**src/rtl/led_counter_ctrl.sv**
```systemverilog
// LED counter controller: command-driven up/down 8-bit counter with a
// programmable-rate prescaler and IDLE/RUN/APPLY command handshake.
module led_counter_ctrl #(
  parameter int unsigned CLK_FREQ = 25_000_000
) (
  input  logic       clk,
  input  logic       rst,
  input  logic       cmd_valid,
  output logic       cmd_ready,
  input  logic [2:0] cmd_op,
  input  logic [7:0] cmd_arg,
  output logic [7:0] leds,
  output logic       running,
  output logic       wrap
);

  localparam logic [31:0] BASE_P = 32'(CLK_FREQ / 2);

  localparam logic [2:0] OP_NOP   = 3'd0;
  localparam logic [2:0] OP_START = 3'd1;
  localparam logic [2:0] OP_STOP  = 3'd2;
  localparam logic [2:0] OP_LOAD  = 3'd3;
  localparam logic [2:0] OP_DIR   = 3'd4;
  localparam logic [2:0] OP_RATE  = 3'd5;
  localparam logic [2:0] OP_STEP  = 3'd6;
  localparam logic [2:0] OP_CLEAR = 3'd7;

  typedef enum logic [1:0] {
    ST_IDLE  = 2'd0,
    ST_RUN   = 2'd1,
    ST_APPLY = 2'd2
  } state_e;

  // Step period for a given rate, never allowed to reach zero.
  function automatic logic [31:0] step_period(input logic [2:0] r);
    logic [31:0] p;
    p = BASE_P >> r;
    if (p == 32'd0) begin
      p = 32'd1;
    end else begin
      p = p;
    end
    return p;
  endfunction

  function automatic logic [7:0] step_value(input logic [7:0] v, input logic down);
    return down ? (v - 8'd1) : (v + 8'd1);
  endfunction

  function automatic logic step_wraps(input logic [7:0] v, input logic down);
    return down ? (v == 8'h00) : (v == 8'hFF);
  endfunction

  state_e      state_q, state_d;
  logic        from_run_q, from_run_d;
  logic [2:0]  op_q, op_d;
  logic [7:0]  arg_q, arg_d;
  logic [7:0]  leds_q, leds_d;
  logic [31:0] presc_q, presc_d;
  logic        dir_q, dir_d;
  logic [2:0]  rate_q, rate_d;
  logic        wrap_q, wrap_d;
  logic        running_q, running_d;
  logic        ready_q, ready_d;
  logic        go_run;

  always_comb begin
    state_d    = state_q;
    from_run_d = from_run_q;
    op_d       = op_q;
    arg_d      = arg_q;
    leds_d     = leds_q;
    presc_d    = presc_q;
    dir_d      = dir_q;
    rate_d     = rate_q;
    wrap_d     = 1'b0;
    go_run     = 1'b0;

    case (state_q)
      ST_IDLE, ST_RUN: begin
        // The prescaler only advances in RUN; a tick still lands on an accept edge.
        if (state_q == ST_RUN) begin
          if (presc_q == (step_period(rate_q) - 32'd1)) begin
            presc_d = 32'd0;
            leds_d  = step_value(leds_q, dir_q);
            wrap_d  = step_wraps(leds_q, dir_q);
          end else begin
            presc_d = presc_q + 32'd1;
          end
        end else begin
          presc_d = presc_q;
        end
        if (cmd_valid && ready_q) begin
          op_d       = cmd_op;
          arg_d      = cmd_arg;
          from_run_d = (state_q == ST_RUN);
          state_d    = ST_APPLY;
        end else begin
          state_d = state_q;
        end
      end
      ST_APPLY: begin
        case (op_q)
          OP_NOP:   leds_d = leds_q;
          OP_START: presc_d = 32'd0;
          OP_STOP:  presc_d = presc_q;
          OP_LOAD: begin
            leds_d  = arg_q;
            presc_d = 32'd0;
          end
          OP_DIR:   dir_d = arg_q[0];
          OP_RATE: begin
            rate_d  = arg_q[2:0];
            presc_d = 32'd0;
          end
          OP_STEP: begin
            leds_d = step_value(leds_q, dir_q);
            wrap_d = step_wraps(leds_q, dir_q);
          end
          OP_CLEAR: begin
            leds_d  = 8'h00;
            presc_d = 32'd0;
          end
          default:  leds_d = leds_q;
        endcase
        go_run  = (from_run_q && (op_q != OP_STOP)) || (op_q == OP_START);
        state_d = go_run ? ST_RUN : ST_IDLE;
      end
      default: state_d = ST_IDLE;
    endcase
  end

  // running stays high through an APPLY that was entered from RUN.
  assign running_d = (state_d == ST_RUN) || ((state_d == ST_APPLY) && from_run_d);
  assign ready_d   = (state_d != ST_APPLY);

  always_ff @(posedge clk) begin
    if (rst) begin
      state_q    <= ST_IDLE;
      from_run_q <= 1'b0;
      op_q       <= 3'd0;
      arg_q      <= 8'h00;
      leds_q     <= 8'h00;
      presc_q    <= 32'd0;
      dir_q      <= 1'b0;
      rate_q     <= 3'd0;
      wrap_q     <= 1'b0;
      running_q  <= 1'b0;
      ready_q    <= 1'b1;
    end else begin
      state_q    <= state_d;
      from_run_q <= from_run_d;
      op_q       <= op_d;
      arg_q      <= arg_d;
      leds_q     <= leds_d;
      presc_q    <= presc_d;
      dir_q      <= dir_d;
      rate_q     <= rate_d;
      wrap_q     <= wrap_d;
      running_q  <= running_d;
      ready_q    <= ready_d;
    end
  end

  assign cmd_ready = ready_q;
  assign leds      = leds_q;
  assign running   = running_q;
  assign wrap      = wrap_q;

endmodule

```
**config.mk**
```make
export PLATFORM = sky130hd
export DESIGN_NAME = led_counter_ctrl
export DESIGN_NICKNAME = d
export VERILOG_FILES = /design/src/rtl/led_counter_ctrl.sv
export SDC_FILE = /design/constraint.sdc
export NUM_CORES = 1
export LEC_CHECK = 0
export ABC_CLOCK_PERIOD_IN_PS = 3700
export CORE_ASPECT_RATIO = 2
export CORE_MARGIN = 4
export CORE_UTILIZATION = 60
export CTS_CLUSTER_SIZE = 12
export DETAILED_ROUTE_END_ITERATION = 10
export GPL_TIMING_DRIVEN = 0
export HOLD_SLACK_MARGIN = 0.03
export PLACE_DENSITY_LB_ADDON = 0.15
export SLEW_MARGIN = 25
export SYNTH_ARGS = -nofsm -noshare
export SYNTH_HDL_FRONTEND = slang
export SYNTH_SLANG_ARGS = --single-unit
export TNS_END_PERCENT = 50
```
**constraint.sdc**
```tcl
create_clock -name clk -period 3.7 [get_ports clk]
set_input_delay 1.11 -clock clk [delete_from_list [all_inputs] [get_ports clk]]
set_output_delay 1.11 -clock clk [all_outputs]
set_load 0.03 [all_outputs]
```
==> flow_summary_export.csv, run 1 <==
group,metric,value,unit
run_status,status,"completed",
cts,clock-sinks,61,
worst_setup_path,reg2reg_depth,12,
yosys,ys_warn_count,0,
yosys,async_reset_ff_share,0,%
yosys,synth_commonest_cells,"dfxtp_1 (61), nand2_1 (49), a21oi_1 (39), nor2_1 (31), nand3_1 (20)",
worst_setup_path,r2r-start,"rate_q[0]",
place,post-place-ws,0.4620,ns
worst_setup_path,required,3.95,ns
cts,cts_tree,"yes",
drt,drtPass1Iterations,6,
pwr,ir_drop,0.0003404,V
die,start_util,61.77,%
cts,clkSlewWorstSetupHoldPaths,0.05,ns
worst_setup_path,crit_fanout,10,
hold_path,hold_path.class,"reg2reg",
place,portBuffers,24,
layout,area_growth,17.50,%
yosys,synth-edff-count,0,
layout,nets,551,
worst_setup_path,path_class,"reg2reg",
die,die_area,7927,µm²
sta,fin_setup_tns,0,ns
sta,skew,0.006696,ns
sta,setup_viol,0,
global_routing,grt_pass1_vias,4142,
cts,clock_path_buffers,2,
cts,ctsResizeCount,0,
yosys,synthMostInstantiatedCell,"dfxtp_1",
cts,h-tree-depth,3,
drt,num_vias,3979,
drt,drtIter0Drc,302,
die,rows,41,
layout,n_antenna_cell,0,
pwr,power.density,368.7,nW/µm²
global_routing,grt_overflow,0,
pwr,p_leak,1.731,nW
drt,routed_wirelength,11.72,mm
cts,clockRootBuffer,"clkbuf_16",
drt,drc,0,
sta,maxSlewViolCount,0,
yosys,yosys.area.top_type_share,31.33,%
drt,met1_length,3.846,mm
sta,tightest_slew,0.7861,ns
yosys,synth-seq-cells,61,
sta,fmax,0.3037,GHz
worst_setup_path,startpoint,"rate_q[0]",
worst_setup_path,worst_setup_path_end_kind,"flop",
layout,layout-drive-gt1-share,9.006,%
cts,clock_latency,0.34,ns
yosys,synth.net_count,516,
worst_setup_path,arrival,3.54,ns
yosys,yosysSeqAreaShare,31.33,%
place,globalplace.congestion,0.9758,
run,max_cap_violations,0,
die,die_w,64.99,µm
die,die_y,122.0,µm
drt,wl_per_cell,18.93,µm
sta,setup_ws,0.4078,ns
yosys,ys_types,74,
layout,stdcell_count,619,
drt,wl_met3,507,µm
hold_path,worstHoldStart,"arg_q[7]",
place,place_hpwl,8.843,mm
drt,vias_per_cell,6.428,
die,boundaryPins,25,
layout,utilization,72.58,%
sta,period_share,88.98,%
yosys,syn_inst,493,
global_routing,antenna_found_initial,0,
place,dp_cells,603,
worst_setup_path,cp-start-kind,"flop",
drt,antenna_left,0,
sta,relSlewSlack,46.93,%
sta,rsz0062_at_grt,"no",
yosys,synth_top_area_cell,"dfxtp_1",
global_routing,grt_start_max_net_pins,12,
sta,finalHoldViolCount,0,
drt,dr_wl_met2,6.359,mm
yosys,synth_area_leaders,"dfxtp_1 (31%), a21oi_1 (5.0%), nand2_1 (4.7%)",
cts,hold_buffers,0,
sta,finalWorstPathRequiredPeriod,3.292,ns
global_routing,groute.usage.overall,32.61,%
global_routing,grt_pass1_wl,19.48,mm
yosys,synth_area,3897,µm²
die,core-area,6310,µm²
yosys,synth.avg_cell_area,7.906,µm²
cts,post_cts_buffers,0,
yosys,synthFlopType,"dfxtp_1",
drt,highest_layer,"met4",
hold_path,min_path_cells,2,
cts,cts_buffers,9,
sta,whs,0.4598,ns
==> layout make-up <==
type | count | area (µm²)
clock inverters | 5 | 81.33
repair buffers | 24 | 240.2
plain buffers | 37 | 203.9
fillers | 567 | 1730
inverters | 17 | 63.81
well taps | 86 | 107.6
clock buffers | 11 | 252.7
multi-input cells | 378 | 2409
flip-flops and latches | 61 | 1221
==> cell families after synthesis <==
group / Yosys count / synth area share (%)
fa+ha+maj: 9 / 3.082
buf+inv: 54 / 6.870
flops: 61 / 31.33
simple gates: 201 / 27.87
xor+xnor: 21 / 4.719
mux: 6 / 1.541
compound gates: 141 / 24.59
==> cell usage in the layout, fill, tap and decap left out, types with 3 or more instances in the layout <==
cell             count
ha_1                 8
xor2_1               7
nand2_1             49
nor2b_1              7
nor2_1              31
a21oi_1             39
and2_1              10
a22o_1               5
a22oi_1              8
nor3_1              13
inv_1               17
nand4_1             15
mux2i_1              6
clkbuf_1            15
o21ai_1             11
nand2b_1            15
buf_4                6
clkdlybuf4s50_1     24
xnor2_1             14
dfxtp_1             61
buf_6                4
nor3b_1              3
buf_2               10
o21ai_0             15
a32oi_1              4
clkbuf_16            9
a211o_1              3
nor4_1               4
a31oi_1             12
nand3_1             20
and2b_1              3
nand3b_1             3
and3_1               9
a21o_1               8
a211oi_1             8
==> stage by stage <==
stage | power [mW] | area, µm²
global placement | 0.7699 | 4245
finish | 1.688 | 4579
floorplan | 0.7367 | 3897
detailed placement | 0.7731 | 4245
global route | 1.731 | 4579
CTS | 1.691 | 4579
==> per-layer routing <==
metal,track usage [%],up-vias
met5,0,-
met4,29.67,0
met3,7.565,66
met2,59.91,161
met1,27.68,1877
li1,-,1875
==> worst paths after layout <==
check / end / slack, ns
worst min register to register: arg_q[7] / 0.46
worst min-delay path: arg_q[7] / 0.46
worst max register to register: presc_q[12] / 0.41
worst max-delay path: presc_q[12] / 0.41
==> where the power goes <==
group	leakage [nW]	internal (mW)	total, mW	switching (mW)
combinational	1.08	0.0329	0.0817	0.0488
clock	0.162	0.626	0.929	0.302
sequential	0.493	0.668	0.678	0.0105
total	1.73	1.33	1.69	0.361
==> state kept, by name (all words and copies together) (netlist names) <==
| register | count |
|---|---|
| arg_q | 8 |
| cmd_ready | 1 |
| dir_q | 1 |
| from_run_q | 1 |
| leds | 8 |
| op_q | 3 |
| presc_q | 32 |
| rate_q | 3 |
| running | 1 |
| state_q | 2 |
| wrap | 1 |
==> critical path, cell delays in order, from the launching register on <==
cell,delay (ns)
dfxtp_1,0.42
buf_2,0.25
buf_2,0.28
nand2_1,0.09
ha_1,0.24
xnor2_1,0.30
a21o_1,0.17
a211oi_1,0.07
o221a_2,0.36
a31oi_4,0.34
buf_2,0.33
o21ai_0,0.14
a31oi_1,0.19
Power figures use the tool's default switching activity.
==> inputs of run 2 (changes only) <==
==> constraint.sdc (replaced) <==
create_clock -name clk -period 3.7 [get_ports clk]
set_input_delay 0.555 -clock clk [delete_from_list [all_inputs] [get_ports clk]]
set_output_delay 0.555 -clock clk [all_outputs]
set_load 0.03 [all_outputs]
==> results of run 2 <==
No change in the layout: final DEF, timing and power equal those of run 1.
